===== config.mk =====
export PLATFORM = sky130hd
export DESIGN_NAME = ppu_bg_fetch
export DESIGN_NICKNAME = d
export VERILOG_FILES = /design/src/rtl/ppu_pkg.sv /design/src/rtl/ppu_bg_shifter.sv /design/src/rtl/ppu_bg_fetch.sv
export SDC_FILE = /design/constraint.sdc
export NUM_CORES = 1
export LEC_CHECK = 0
export ABC_AREA = 1
export BUFFER_PORTS_ARGS = -buffer_cell sky130_fd_sc_hd__buf_2
export CORE_ASPECT_RATIO = 0.75
export CORE_UTILIZATION = 54
export DETAILED_ROUTE_END_ITERATION = 10
export GPL_ROUTABILITY_DRIVEN = 1
export PLACE_DENSITY = 0.79
export SYNTH_ARGS = -nofsm -noshare
export SYNTH_HDL_FRONTEND = slang
export SYNTH_SLANG_ARGS = --single-unit

===== constraint.sdc =====
create_clock -name clk -period 1.8 [get_ports clk]
set_input_delay 0.09 -clock clk [delete_from_list [all_inputs] [get_ports clk]]
set_output_delay 0.09 -clock clk [all_outputs]
set_load 0.005 [all_outputs]

===== src/rtl/ppu_pkg.sv =====
// -----------------------------------------------------------------------------
// ppu_pkg
// Shared definitions for the background fetch path of the PPU: fetch FSM
// state encoding, tile geometry, ROM address widths, default raster window
// constants, the fetch-target record and the attribute quadrant selector.
// No ports (package).
// -----------------------------------------------------------------------------
package ppu_pkg;

    // One 8-pixel NES tile spans 16 VGA columns (and 16 VGA rows).
    localparam int C_TILE_PX = 16;

    // ROM address widths.
    localparam int C_NT_AW = 10;
    localparam int C_AT_AW = 7;
    localparam int C_PT_AW = 11;

    // Default raster geometry.
    localparam int C_H_TOTAL_DEF = 800;
    localparam int C_V_TOTAL_DEF = 525;
    localparam int C_H_ACT_DEF   = 512;
    localparam int C_V_ACT_DEF   = 480;

    // Fetch FSM encoding. One step per pixel strobe.
    localparam logic [2:0] S_IDLE   = 3'd0;
    localparam logic [2:0] S_NT_RD  = 3'd1;
    localparam logic [2:0] S_NT_CAP = 3'd2;
    localparam logic [2:0] S_AT_RD  = 3'd3;
    localparam logic [2:0] S_AT_CAP = 3'd4;
    localparam logic [2:0] S_PT_RD  = 3'd5;
    localparam logic [2:0] S_PT_CAP = 3'd6;
    localparam logic [2:0] S_WAIT   = 3'd7;

    // Tile being fetched: row/column in the 32x30 tile map plus the pixel
    // row inside the tile (NES rows, i.e. VGA row / 2).
    typedef struct packed {
        logic [4:0] row;
        logic [4:0] tcol;
        logic [2:0] fine_y;
    } fetch_tgt_t;

    // An attribute byte covers a 4x4-tile block; each 2x2-tile quadrant has
    // its own 2-bit palette select. row_b1/col_b1 pick the quadrant.
    function automatic logic [1:0] attr_quadrant(input logic [7:0] at_byte,
                                                 input logic       row_b1,
                                                 input logic       col_b1);
        logic [7:0] shifted;
        shifted = at_byte >> {row_b1, col_b1, 1'b0};
        return shifted[1:0];
    endfunction

endpackage


===== src/rtl/ppu_bg_shifter.sv =====
// -----------------------------------------------------------------------------
// ppu_bg_shifter
// Holds the tile currently being displayed: two 8-bit pattern bit-plane
// shift registers and the 2-bit attribute latch. The MSB of each plane is
// the current NES pixel.
//   clk, rst    : clock, asynchronous active-low reset
//   load_i      : parallel load of planes and attribute (wins over shift)
//   shift_i     : advance to the next NES pixel (shift left by one)
//   plane0_i/1_i: next tile's pattern bit-planes
//   attr_i      : next tile's palette select
//   idx_o       : palette index of the current pixel, 0 when transparent
// -----------------------------------------------------------------------------
module ppu_bg_shifter (
    input  logic       clk,
    input  logic       rst,
    input  logic       load_i,
    input  logic       shift_i,
    input  logic [7:0] plane0_i,
    input  logic [7:0] plane1_i,
    input  logic [1:0] attr_i,
    output logic [3:0] idx_o
);

    logic [7:0] plane0_q;
    logic [7:0] plane1_q;
    logic [1:0] attr_q;

    // NOTE: clocked state uses non-blocking (<=) so every register samples
    // pre-edge values; every flop here is a plain register, so all of them
    // are cleared by the asynchronous reset.
    always_ff @(posedge clk or negedge rst) begin
        if (!rst) begin
            plane0_q <= '0;
            plane1_q <= '0;
            attr_q   <= '0;
        end else if (load_i) begin
            plane0_q <= plane0_i;
            plane1_q <= plane1_i;
            attr_q   <= attr_i;
        end else if (shift_i) begin
            plane0_q <= {plane0_q[6:0], 1'b0};
            plane1_q <= {plane1_q[6:0], 1'b0};
        end
    end

    // Colour 0 of every background palette is the shared backdrop entry.
    assign idx_o = (plane1_q[7] | plane0_q[7]) ?
                   {attr_q, plane1_q[7], plane0_q[7]} : 4'h0;

endmodule


===== src/rtl/ppu_bg_fetch.sv =====
// -----------------------------------------------------------------------------
// ppu_bg_fetch
// Background tile fetcher and pixel serializer. Fetches one tile ahead of
// the raster (nametable, attribute, two pattern planes) and serializes it
// as 4-bit palette indices, each NES pixel covering 2x2 VGA pixels.
//   clk, rst         : clock, asynchronous active-low reset
//   pxl_en           : pixel strobe; all state advances only on this cycle
//   visible          : raster is in the active display area
//   col, fila        : current VGA column / row
//   addr_ntable      : {tile_row, tile_col}            -> d_ntable (1 clk)
//   addr_atable      : {0, tile_row[4:2], tile_col[4:2]} -> d_atable (1 clk)
//   addr_ptable_bg   : {tile_idx, fine_y}               -> d_ptable_bg_0/1
//   pal_idx, pal_vld : registered palette index and window-valid flag
// -----------------------------------------------------------------------------
module ppu_bg_fetch
    import ppu_pkg::*;
#(
    parameter int C_MEMW    = 8,
    parameter int C_H_TOTAL = C_H_TOTAL_DEF,
    parameter int C_V_TOTAL = C_V_TOTAL_DEF,
    parameter int C_H_ACT   = C_H_ACT_DEF,
    parameter int C_V_ACT   = C_V_ACT_DEF
) (
    input  logic               clk,
    input  logic               rst,
    input  logic               pxl_en,
    input  logic               visible,
    input  logic [9:0]         col,
    input  logic [9:0]         fila,
    output logic [C_NT_AW-1:0] addr_ntable,
    input  logic [C_MEMW-1:0]  d_ntable,
    output logic [C_AT_AW-1:0] addr_atable,
    input  logic [C_MEMW-1:0]  d_atable,
    output logic [C_PT_AW-1:0] addr_ptable_bg,
    input  logic [C_MEMW-1:0]  d_ptable_bg_0,
    input  logic [C_MEMW-1:0]  d_ptable_bg_1,
    output logic [3:0]         pal_idx,
    output logic               pal_vld
);

    localparam logic [9:0] H_LAST      = 10'(C_H_TOTAL - 1);
    localparam logic [9:0] H_PREFETCH  = 10'(C_H_TOTAL - C_TILE_PX);
    localparam logic [9:0] H_ACT       = 10'(C_H_ACT);
    localparam logic [9:0] H_FETCH_END = 10'(C_H_ACT - C_TILE_PX);
    localparam logic [9:0] V_LAST      = 10'(C_V_TOTAL - 1);
    localparam logic [9:0] V_ACT       = 10'(C_V_ACT);

    logic [2:0]         state_q,    state_d;
    fetch_tgt_t         tgt_q,      tgt_d;
    logic [7:0]         tile_idx_q, tile_idx_d;
    logic [1:0]         attr_q,     attr_d;
    logic [7:0]         plane0_q,   plane0_d;
    logic [7:0]         plane1_q,   plane1_d;
    logic [C_NT_AW-1:0] addr_nt_q,  addr_nt_d;
    logic [C_AT_AW-1:0] addr_at_q,  addr_at_d;
    logic [C_PT_AW-1:0] addr_pt_q,  addr_pt_d;
    logic               pre_done_q, pre_done_d;
    logic               primed_q,   primed_d;
    logic [3:0]         pal_idx_q,  pal_idx_d;
    logic               pal_vld_q,  pal_vld_d;

    logic [9:0] next_line;
    logic [9:0] line_sel;
    logic       start_win;
    logic       start_pre;
    fetch_tgt_t new_tgt;
    logic       in_window;
    logic       sh_load;
    logic       sh_shift;
    logic [3:0] sh_idx;
    logic       unused_line_bits;

    // ------------------------------------------------------------------
    // Fetch target selection
    // ------------------------------------------------------------------
    assign next_line = (fila == V_LAST) ? 10'd0 : fila + 10'd1;

    // In-window fetches start on every tile boundary except the last tile
    // (nothing left to fetch); the tile-0 prefetch runs one tile before the
    // end of the line and targets the following line.
    assign start_win = (col < H_FETCH_END) && (col[3:0] == 4'd0) && (fila < V_ACT);
    assign start_pre = (col == H_PREFETCH) && (next_line < V_ACT);

    assign line_sel       = start_pre ? next_line : fila;
    assign new_tgt.row    = line_sel[8:4];
    assign new_tgt.fine_y = line_sel[3:1];
    assign new_tgt.tcol   = start_pre ? 5'd0 : col[8:4] + 5'd1;

    assign unused_line_bits = ^{line_sel[9], line_sel[0]};

    // ------------------------------------------------------------------
    // Next-state logic
    // ------------------------------------------------------------------
    always_comb begin
        // NOTE: every signal assigned here gets a default first, so no path
        // leaves one unassigned and no latch is inferred.
        state_d    = state_q;
        tgt_d      = tgt_q;
        tile_idx_d = tile_idx_q;
        attr_d     = attr_q;
        plane0_d   = plane0_q;
        plane1_d   = plane1_q;
        addr_nt_d  = addr_nt_q;
        addr_at_d  = addr_at_q;
        addr_pt_d  = addr_pt_q;
        pre_done_d = pre_done_q;
        primed_d   = primed_q;
        pal_idx_d  = pal_idx_q;
        pal_vld_d  = pal_vld_q;

        if (pxl_en) begin
            // Each address is registered on entry to its *_RD state, so it is
            // stable for the whole state and the ROM output is ready by the
            // following *_CAP strobe.
            case (state_q)
                S_IDLE: begin
                    if (start_win || start_pre) begin
                        state_d   = S_NT_RD;
                        tgt_d     = new_tgt;
                        addr_nt_d = {new_tgt.row, new_tgt.tcol};
                    end
                end
                S_NT_RD:  state_d = S_NT_CAP;
                S_NT_CAP: begin
                    tile_idx_d = d_ntable[7:0];
                    addr_at_d  = {1'b0, tgt_q.row[4:2], tgt_q.tcol[4:2]};
                    state_d    = S_AT_RD;
                end
                S_AT_RD:  state_d = S_AT_CAP;
                S_AT_CAP: begin
                    attr_d    = attr_quadrant(d_atable[7:0], tgt_q.row[1], tgt_q.tcol[1]);
                    addr_pt_d = {tile_idx_q, tgt_q.fine_y};
                    state_d   = S_PT_RD;
                end
                S_PT_RD:  state_d = S_PT_CAP;
                S_PT_CAP: begin
                    plane0_d = d_ptable_bg_0[7:0];
                    plane1_d = d_ptable_bg_1[7:0];
                    // Only the prefetch targets tile column 0.
                    if (tgt_q.tcol == 5'd0) begin
                        pre_done_d = 1'b1;
                    end
                    state_d = S_WAIT;
                end
                default:  state_d = S_IDLE;
            endcase

            // Output stays invalid after reset until a complete tile-0
            // prefetch has been loaded, so the first shown line is whole.
            if (col == H_LAST) begin
                pre_done_d = 1'b0;
                if (pre_done_q) begin
                    primed_d = 1'b1;
                end
            end

            pal_vld_d = primed_q && in_window;
            pal_idx_d = (primed_q && in_window) ? sh_idx : 4'h0;
        end
    end

    assign in_window = visible && (col < H_ACT) && (fila < V_ACT);

    // ------------------------------------------------------------------
    // State registers
    // ------------------------------------------------------------------
    always_ff @(posedge clk or negedge rst) begin
        if (!rst) begin
            state_q    <= S_IDLE;
            tgt_q      <= '0;
            tile_idx_q <= '0;
            attr_q     <= '0;
            plane0_q   <= '0;
            plane1_q   <= '0;
            addr_nt_q  <= '0;
            addr_at_q  <= '0;
            addr_pt_q  <= '0;
            pre_done_q <= 1'b0;
            primed_q   <= 1'b0;
            pal_idx_q  <= '0;
            pal_vld_q  <= 1'b0;
        end else begin
            state_q    <= state_d;
            tgt_q      <= tgt_d;
            tile_idx_q <= tile_idx_d;
            attr_q     <= attr_d;
            plane0_q   <= plane0_d;
            plane1_q   <= plane1_d;
            addr_nt_q  <= addr_nt_d;
            addr_at_q  <= addr_at_d;
            addr_pt_q  <= addr_pt_d;
            pre_done_q <= pre_done_d;
            primed_q   <= primed_d;
            pal_idx_q  <= pal_idx_d;
            pal_vld_q  <= pal_vld_d;
        end
    end

    // ------------------------------------------------------------------
    // Serializer: load on the last column of each tile (or the end of the
    // line for tile 0), shift on odd columns so each NES pixel lasts 2 cols.
    // ------------------------------------------------------------------
    assign sh_load  = pxl_en && (((col < H_ACT) && (col[3:0] == 4'hF)) || (col == H_LAST));
    assign sh_shift = pxl_en && col[0] && (col < H_ACT);

    ppu_bg_shifter u_shifter (
        .clk      (clk),
        .rst      (rst),
        .load_i   (sh_load),
        .shift_i  (sh_shift),
        .plane0_i (plane0_q),
        .plane1_i (plane1_q),
        .attr_i   (attr_q),
        .idx_o    (sh_idx)
    );

    assign addr_ntable    = addr_nt_q;
    assign addr_atable    = addr_at_q;
    assign addr_ptable_bg = addr_pt_q;
    assign pal_idx        = pal_idx_q;
    assign pal_vld        = pal_vld_q;

endmodule


==> results of run 1 <==
==> layout by cell type, fill, tap and decap left out, drive strengths merged <==
cell / Yosys / routed
nand2: 167 / 167
buf: 17 / 97
dfrtp: 84 / 84
inv: 47 / 48
nor2: 37 / 37
o21ai: 33 / 33
nand3: 32 / 32
dlygate4sd3: 0 / 25
mux2: 13 / 13
clkbuf: 6 / 10
a21oi: 8 / 8
o211ai: 7 / 7
nand4: 4 / 4
xor2: 4 / 4
ha: 4 / 4
clkinv: 3 / 4
nor3: 3 / 3
o221ai: 2 / 2
a31o: 2 / 2
mux2i: 2 / 2
o311ai: 2 / 2
o32ai: 2 / 2
bufinv: 0 / 2
nor4: 1 / 1
o21bai: 1 / 1
nand3b: 1 / 1
or2: 1 / 1
xnor2: 1 / 1
conb: 1 / 1
clkinvlp: 0 / 1
==> worst min-delay path, stage by stage <==
cell	delay, ns
buf_2	0.13
nand3_1	0.08
nand2_1	0.05
==> synth_stat cells, types with 3 or more instances <==
| master | instances | area, um2 |
|---|---|---|
| xor2_1 | 4 | 35.03 |
| buf_4 | 11 | 82.58 |
| o211ai_1 | 7 | 52.55 |
| o21ai_0 | 28 | 140.1 |
| clkbuf_1 | 6 | 22.52 |
| inv_1 | 46 | 172.7 |
| o21ai_2 | 5 | 43.79 |
| mux2_2 | 13 | 146.4 |
| nor2_4 | 3 | 33.78 |
| clkinv_1 | 3 | 11.26 |
| a21oi_1 | 8 | 40.04 |
| nand3_1 | 30 | 150.1 |
| nand2_1 | 159 | 596.8 |
| buf_2 | 5 | 25.02 |
| ha_1 | 4 | 50.05 |
| nand4_1 | 4 | 25.02 |
| dfrtp_1 | 84 | 2102 |
| nor2_1 | 34 | 127.6 |
| nand2_2 | 5 | 31.28 |
==> final cells by class <==
class | instances | area, um2 | share of cell area
timing repair buffer | 122 | 775.7 | 0.1517
multi-input combinational | 328 | 1699 | 0.3323
sequential | 84 | 2102 | 0.4111
clock buffer | 10 | 137.6 | 0.02691
inverter | 50 | 187.7 | 0.03670
tap | 101 | 126.4 | 0.02471
clock inverter | 5 | 85.08 | 0.01664
==> how the worst min path moves through the flow <==
stage | startpoint | endpoint | cells past startpoint
floorplan | rst | addr_atable[0] | 0
global placement | rst | plane1_q[2] | 1
detailed placement | rst | plane1_q[1] | 1
CTS | pxl_en | state_q[1] | 3
global route | pxl_en | state_q[1] | 3
finish | pxl_en | state_q[1] | 3
==> flip-flops by register name, summed over array words and instances (netlist names), 4 cells and up <==
signal and flops:
tgt_q 12, plane0_q 8, addr_atable 6, u_shifter.plane0_q 8
pal_idx 4, tile_idx_q 8, addr_ptable_bg 11, plane1_q 8
u_shifter.plane1_q 8
==> logic make-up after synthesis <==
family	after synthesis	share of synthesized area
flops	84	0.5079
simple gates	246	0.2612
other cells	1	0.0009060
fa+ha+maj	4	0.01209
buf+inv	73	0.08162
mux	15	0.04021
xor+xnor	5	0.01058
compound gates	57	0.08555
==> per-layer routing <==
layer	global-route usage	up-vias	routed length (um)
met4	0.06056	0	112
met5	0	-	0
met1	0.3561	1638	4512
met2	0.3900	100	4206
li1	-	1767	-
met3	0.05676	11	452
==> where the power goes <==
| part | internal [mW] | leakage [nW] | switching (mW) |
|---|---|---|---|
| clock | 0.819 | 0.109 | 0.670 |
| sequential | 2.49 | 1.09 | 0.358 |
| combinational | 0.674 | 1.57 | 0.783 |
==> through the flow <==
step	setup WS [ns]	cells
2_1_floorplan	0.3970	485
3_3_place_gp	0.1820	660
3_5_place_dp	0.1086	660
4_1_cts	0.3720	700
5_1_grt	0.2607	700
6_report	0.3792	700
==> repair_timing <==
item	CTS	global route
setup buffers	0	0
hold buffers	25	0
endpoints found under the hold margin	54	0
==> impl_metrics.env, run 1 <==
export IMPL_synth_nets=545
export IMPL_setup_viol=0
export IMPL_rrSetupSlack_ns=0.38
export IMPL_path_buf_inv=2
export IMPL_core_um2=7365
export IMPL_die_area_um2=8022
export IMPL_first_pass_iters=4
export IMPL_power_mw=5.795
export IMPL_drt_total_wl_mm=9.284
export IMPL_finClkSkew_ns=0.01263
export IMPL_hold_path_class="in -> reg"
export IMPL_diodes=0
export IMPL_timing_final_crit_period_ns=1.421
export IMPL_synth_seq_cells=84
export IMPL_clock_latency_ns=0.35
export IMPL_cts_max_path_buffers=2
export IMPL_setup_worst_path_end="tgt_q[0]"
export IMPL_pin_count=89
export IMPL_cts_resized=0
export IMPL_drtIter0Drc=157
export IMPL_dpl_instance_area_um2=4641
export IMPL_fin_nets=655
export IMPL_synth_edff_count=0
export IMPL_num_vias=3516
export IMPL_rsz0062_at_grt="false"
export IMPL_synth_avg_cell_area_um2=8.534
export IMPL_initial_utilization=0.5620
export IMPL_numClockSinks=84
export IMPL_die_w_um=103.1
export IMPL_port_buffers=87
export IMPL_drv_slew=0
export IMPL_crit_path_start_kind="flop"
export IMPL_reg2reg_depth=7
export IMPL_grt_max_degree=55
export IMPL_maxCapViolCount=0
export IMPL_overflow=0
export IMPL_synth_cells=485
export IMPL_r2r_start="state_q[0]"
export IMPL_setup_tns_final_ns=0
export IMPL_layout_worst_path_cycle_share=0.7893
export IMPL_drive_gt1_frac=0.2471
export IMPL_final_core_util=0.6944
export IMPL_synthFlopType="dfrtp_1"
export IMPL_track_usage=0.2508
export IMPL_arrival_ns=1.71
export IMPL_max_freq_mhz=703.8
export IMPL_antenna_found_initial=0
export IMPL_cpMostUsedCell="nand2_1"
export IMPL_yosys_warnings=0
export IMPL_status="completed"
export IMPL_cpMaxStageDelayCell="dfrtp_1"
export IMPL_drc=0
export IMPL_dpl_hpwl_mm=6.666
export IMPL_routedWlPerCell_um=13.26
export IMPL_via_per_inst=5.023
export IMPL_cts_tree="yes"
export IMPL_num_rows=27
export IMPL_path_delay_family="simple AND/OR/NAND/NOR gates"
export IMPL_crit_path_cell_trace="nor2_1, inv_1, nor3_4, nand2_8, inv_2, nand2_1, nand2_1"
export IMPL_final_cell_area_um2=5114
export IMPL_cts_clk_slew_worst_paths_ns=0.08
export IMPL_finalHoldViolations=0
export IMPL_die_height_um=77.82
export IMPL_cp_num_cells=7
export IMPL_gp_congestion=0.8376
export IMPL_required_ns=2.09
export IMPL_worstSetupPathType="reg -> reg"
export IMPL_first_global_vias=3308
export IMPL_area_growth_synth_to_final_pct=23.55
export IMPL_numCtsBuffers=9
export IMPL_seq_area_frac_synth=0.5079
export IMPL_power_leakage_nw=2.771
export IMPL_ant_nets=0
export IMPL_async_flop_share=1.000
export IMPL_endpoint_kind="flop"
export IMPL_peakVddDrop_uv=573.1
export IMPL_hold_slack_ns=0.04310
export IMPL_cts_root_buf="clkbuf_8"
export IMPL_cpPeakStageDelay_ns=0.44
export IMPL_grt_pass1_wl_mm=15.41
export IMPL_cp_max_fo=19
export IMPL_ys_types=38
export IMPL_powerDensity_nw_per_um2=1133
export IMPL_reg2reg_to="tgt_q[0]"
export IMPL_startpoint="state_q[0]"
export IMPL_syn_area_um2=4139
export IMPL_cts_max_level=3
export IMPL_fill_cells=598
No activity file was read; power rests on OpenSTA's default activity.
==> inputs of run 2 (changes only) <==
==> constraint.sdc (replaced) <==
create_clock -name clk -period 1.4 [get_ports clk]
set_input_delay 0.07 -clock clk [delete_from_list [all_inputs] [get_ports clk]]
set_output_delay 0.07 -clock clk [all_outputs]
set_load 0.005 [all_outputs]
==> run 2 against run 1 <==
Against the previous run:
- combinational power up 40%
- clock skew shrank 0.0042 ns
- total power rose by 32%
- die area unchanged
- global-route usage down 0.083 points
- non-clock buffer count up 27
- flip-flop and latch count did not move
- sequential power up 29%
- utilization grew 3.7 points
- clock power grew 30%
==> impl_metrics.env, run 2 (synthesis results as in run 1) <==
export IMPL_status="completed"
export IMPL_numCtsBuffers=9
export IMPL_die_w_um=103.1
export IMPL_die_area_um2=8022
export IMPL_power_mw=7.650
export IMPL_grt_pass1_wl_mm=15.21
export IMPL_peakVddDrop_uv=621.7
export IMPL_dp_worst_setup_slack_ns=-0.2093
export IMPL_dpl_hpwl_mm=6.831
export IMPL_die_height_um=77.82
export IMPL_rrSetupSlack_ns=0.09
export IMPL_setup_viol=0
export IMPL_hold_path_endpoint="tgt_q[3]"
export IMPL_numClockSinks=84
export IMPL_layout_commonest_cell="nand2_1"
export IMPL_first_global_vias=3332
export IMPL_cts_tree="yes"
export IMPL_area_growth_synth_to_final_pct=30.08
export IMPL_overflow=0
export IMPL_cts_root_buf="clkbuf_8"
export IMPL_arrival_ns=1.55
export IMPL_hold_path_class="in -> reg"
export IMPL_endpoint_kind="flop"
export IMPL_cts_clk_slew_worst_paths_ns=0.08
export IMPL_first_pass_iters=4
export IMPL_cts_max_path_buffers=2
export IMPL_register_area_um2=2103
export IMPL_timing_final_crit_period_ns=1.314
export IMPL_hold_slack_ns=0.05738
export IMPL_r2r_start="state_q[2]"
export IMPL_powerDensity_nw_per_um2=1421
export IMPL_layout_worst_path_cycle_share=0.9384
export IMPL_cts_max_level=3
export IMPL_fin_nets=683
export IMPL_crit_path_start_kind="flop"
export IMPL_largest_reg_flops=12
export IMPL_pin_count=89
export IMPL_initial_utilization=0.5620
export IMPL_maxCapViolCount=0
export IMPL_reg2reg_depth=4
export IMPL_tightest_slew_ns=0.5170
export IMPL_gp_congestion=0.8328
export IMPL_power_leakage_nw=2.933
export IMPL_num_rows=27
export IMPL_required_ns=1.63
export IMPL_holdPathStages=4
export IMPL_fill_cells=545
export IMPL_relSlewSlack=0.6554
export IMPL_track_usage=0.2500
export IMPL_final_cell_area_um2=5384
export IMPL_multi_input_area_um2=1713
export IMPL_ant_nets=0
export IMPL_port_buffers=87
export IMPL_core_um2=7365
export IMPL_routedWlPerCell_um=13.11
export IMPL_drtIter0Drc=200
export IMPL_clock_latency_ns=0.35
export IMPL_fin_ws_ns=0.08624
export IMPL_dpl_instance_area_um2=4866
export IMPL_final_cell_mix="159 x nand2_1, 86 x buf_2, 83 x dfrtp_1"
export IMPL_via_per_inst=4.996
export IMPL_diodes=0
export IMPL_top_register="tgt_q"
export IMPL_max_freq_mhz=761.2
export IMPL_drv_slew=0
export IMPL_drt_total_wl_mm=9.555
export IMPL_drc=0
export IMPL_cp_max_fo=12
export IMPL_hp_start="col[4]"
export IMPL_drive_gt1_frac=0.2866
export IMPL_worstSetupPathType="reg -> reg"
export IMPL_finClkSkew_ns=0.008428
export IMPL_num_vias=3642
export IMPL_reg2reg_to="tile_idx_q[6]"
export IMPL_finalHoldViolations=0
export IMPL_grt_max_degree=40
export IMPL_antenna_found_initial=0
[run 2: changes by cell type in the layout (fill, tap and decap cells not counted), moves of 2 or more]
cell / previous run / this run
buf_4: 10 / 33
buf_12: 1 / 5
inv_1: 46 / 44
inv_2: 1 / 3
[run 2: power breakdown]
group	leakage (nW)	internal, mW	total (mW)	switching [mW]
logic	1.74	0.999	2.05	1.06
clock network	0.106	1.06	1.93	0.868
registers	1.09	3.20	3.67	0.461
[run 2: worst max-delay path, cell delays in order, from the launching register on]
cell	delay (ns)
dfrtp_1	0.48
nor2_1	0.08
nand2_1	0.14
buf_12	0.16
mux2_2	0.34
[run 2: through the flow]
stage	setup TNS [ns]	instances	utilization
2_1_floorplan	0	485	-
3_3_place_gp	-1.545	685	0.6607
3_5_place_dp	-2.371	685	0.6607
4_1_cts	0	726	0.7253
5_1_grt	-0.01790	729	0.7311
6_report	0	729	0.7311
[run 2: cell type report]
cell class                 count  share of cell area
inverter                      50             0.03486
tap                          101             0.02347
clock buffer                  11             0.02626
multi-input combinational    329              0.3181
sequential                    84              0.3907
timing repair buffer         149              0.1910
clock inverter                 5             0.01557
[run 2: layer usage]
layer	up-vias	wire length, um	track usage
met3	12	481	0.06306
li1	1822	-	-
met2	100	4408	0.3833
met5	-	0	0
met1	1708	4521	0.3492
met4	0	144	0.07606
[run 2: worst max-delay path by stage]
stage                           from  depth (start not counted)             to  slack (ns)
final                     state_q[2]                          4  tile_idx_q[6]        0.09
after global routing      state_q[1]                          7       tgt_q[1]       -0.01
after CTS                 state_q[1]                          6       tgt_q[2]        0.02
after detailed placement     fila[1]                         15      tgt_q[12]       -0.21
after global placement        col[0]                          9      tgt_q[12]       -0.14
after floorplan              fila[0]                         13      tgt_q[10]        0.02
[run 2: what timing repair did]
action / CTS / global route
setup endpoints to repair: 0 / 35
hold buffers: 25 / 0
hold endpoints to repair: 60 / 0
setup buffers: 0 / 2
gates resized for setup: 0 / 4
==> inputs of run 3 (changes only) <==
--- a/config.mk
+++ b/config.mk
@@ -8,10 +8,11 @@
 export ABC_AREA = 1
 export BUFFER_PORTS_ARGS = -buffer_cell sky130_fd_sc_hd__buf_2
 export CORE_ASPECT_RATIO = 0.75
-export CORE_UTILIZATION = 54
+export CORE_UTILIZATION = 44
 export DETAILED_ROUTE_END_ITERATION = 10
 export GPL_ROUTABILITY_DRIVEN = 1
-export PLACE_DENSITY = 0.79
+export PLACE_DENSITY = 0.67
 export SYNTH_ARGS = -nofsm -noshare
 export SYNTH_HDL_FRONTEND = slang
 export SYNTH_SLANG_ARGS = --single-unit
+export TNS_END_PERCENT = 30
==> run 3 against run 2 <==
Against the previous run:
- the flow now finishes with violations (negative setup slack)
- via count increased by 0.66%
- count of clock-buffer cells in the layout unchanged
- worst hold slack worse by 0.024 ns
- largest power group unchanged
- largest cell class unchanged
- flip-flop and latch count unchanged
==> impl_metrics.env, run 3 (synthesis results as in run 1) <==
export IMPL_routedWlPerCell_um=13.06
export IMPL_dpl_hpwl_mm=7.196
export IMPL_layout_worst_path_cycle_share=1.026
export IMPL_first_pass_iters=4
export IMPL_initial_utilization=0.4556
export IMPL_endpoint_kind="flop"
export IMPL_overflow=0
export IMPL_num_rows=30
export IMPL_final_cell_mix="154 x nand2_1, 86 x buf_2, 82 x dfrtp_1"
export IMPL_cts_max_path_buffers=2
export IMPL_arrival_ns=1.67
export IMPL_largest_reg_flops=12
export IMPL_die_height_um=86.00
export IMPL_numCtsBuffers=9
export IMPL_reg2reg_depth=7
export IMPL_cpPeakStageDelay_ns=0.44
export IMPL_hp_start="d_ntable[7]"
export IMPL_timing_final_crit_period_ns=1.437
export IMPL_grt_pass1_wl_mm=16.84
export IMPL_area_growth_synth_to_final_pct=36.12
export IMPL_maxCapViolCount=0
export IMPL_first_global_vias=3525
export IMPL_drv_slew=0
export IMPL_port_buffers=87
export IMPL_power_leakage_nw=3.045
export IMPL_worstSetupPathType="reg -> reg"
export IMPL_finClkSkew_ns=0.009015
export IMPL_holdPathStages=3
export IMPL_drtIter0Drc=231
export IMPL_power_mw=8.341
export IMPL_dp_cells=724
export IMPL_rsz0062_at_grt="true"
export IMPL_cts_tree="yes"
export IMPL_drc=0
export IMPL_hold_slack_ns=0.03349
export IMPL_fin_ws_ns=-0.03684
export IMPL_cpMaxStageDelayCell="dfrtp_2"
export IMPL_pin_count=89
export IMPL_hold_path_endpoint="tile_idx_q[7]"
export IMPL_reg2reg_to="tgt_q[1]"
export IMPL_cts_root_buf="clkbuf_16"
export IMPL_peakVddDrop_uv=1021
export IMPL_die_area_um2=9803
export IMPL_finalHoldViolations=0
export IMPL_setup_tns_final_ns=-0.1455
export IMPL_diodes=0
export IMPL_required_ns=1.63
export IMPL_fin_nets=698
export IMPL_setup_viol=11
export IMPL_status="finished with violations"
export IMPL_max_freq_mhz=696.0
export IMPL_fill_cells=801
export IMPL_powerDensity_nw_per_um2=1480
export IMPL_antenna_found_initial=0
export IMPL_core_um2=9084
export IMPL_cts_clk_slew_worst_paths_ns=0.06
export IMPL_stdcell_count=771
export IMPL_violations="negative setup slack"
export IMPL_dpl_instance_area_um2=4977
export IMPL_final_cell_area_um2=5634
export IMPL_layout_commonest_cell="nand2_1"
export IMPL_track_usage=0.2206
export IMPL_hold_path_class="in -> reg"
export IMPL_r2r_start="state_q[1]"
export IMPL_ant_nets=0
export IMPL_cpMostUsedCell="nor2_2"
export IMPL_drive_gt1_frac=0.3188
export IMPL_top_register="tgt_q"
export IMPL_gp_congestion=0.9515
export IMPL_crit_path_start_kind="flop"
export IMPL_numClockSinks=84
export IMPL_num_vias=3666
export IMPL_grt_max_degree=40
export IMPL_cts_max_level=3
export IMPL_rrSetupSlack_ns=-0.04
export IMPL_cp_max_fo=7
export IMPL_via_per_inst=4.755
export IMPL_die_w_um=114.0
export IMPL_crit_path_cell_trace="nor2_2, inv_2, nor3_4, nand2_8, buf_6, nor2_2, nor2_1"
export IMPL_clock_latency_ns=0.34
export IMPL_drt_total_wl_mm=10.07
-- run 3: area by class of cell --
type / count / area [um2] / share of cell area
Tap cell: 128 / 160.2 / 0.02843
Clock buffer: 11 / 242.7 / 0.04308
Sequential cell: 84 / 2105 / 0.3735
Multi-Input combinational cell: 328 / 1724 / 0.3060
Inverter: 50 / 187.7 / 0.03331
Timing Repair Buffer: 165 / 1132 / 0.2010
Clock inverter: 5 / 82.58 / 0.01466
-- run 3: how the worst max path moves through the flow --
stage,startpoint,endpoint,slack (ns),cells after the start
3_3_place_gp,fila[1],tgt_q[10],-0.14,15
2_1_floorplan,fila[0],tgt_q[10],0.02,13
4_1_cts,state_q[0],tgt_q[2],0.02,6
3_5_place_dp,fila[1],tgt_q[10],-0.22,15
6_report,state_q[1],tgt_q[1],-0.04,7
5_1_grt,state_q[1],tgt_q[6],-0.09,7
-- run 3: power by group --
part | switching (mW) | internal, mW
Clock | 0.942 | 1.62
Combinational | 1.10 | 1.02
Sequential | 0.444 | 3.21
-- run 3: layer usage --
| metal | share of wire | up-vias | track usage |
|---|---|---|---|
| met4 | 0.015 | 0 | 0.05903 |
| met3 | 0.050 | 11 | 0.05300 |
| li1 | - | 1851 | - |
| met2 | 0.45 | 90 | 0.3460 |
| met5 | 0 | - | 0 |
| met1 | 0.48 | 1714 | 0.3071 |
-- run 3: stage by stage --
step | utilization | setup slack [ns]
after CTS | 0.6105 | 0.01874
after global placement | 0.5479 | -0.1366
final | 0.6202 | -0.03684
after floorplan | - | 0.01704
after global routing | 0.6202 | -0.08872
after detailed placement | 0.5479 | -0.2153
-- run 3: critical path: cells and delay by family (launching register included) --
family / cells / cell delay [ns]
simple gates: 5 / 0.66
flops: 1 / 0.44
buf+inv: 2 / 0.22
-- run 3: timing repair --
| item | CTS | global route |
|---|---|---|
| pin swaps | 0 | 5 |
| endpoints found under the hold margin | 53 | 0 |
| hold buffers | 24 | 0 |
| endpoints found under the setup margin | 4 | 34 |
| buffers inserted | 0 | 7 |
| gates resized for setup | 1 | 17 |
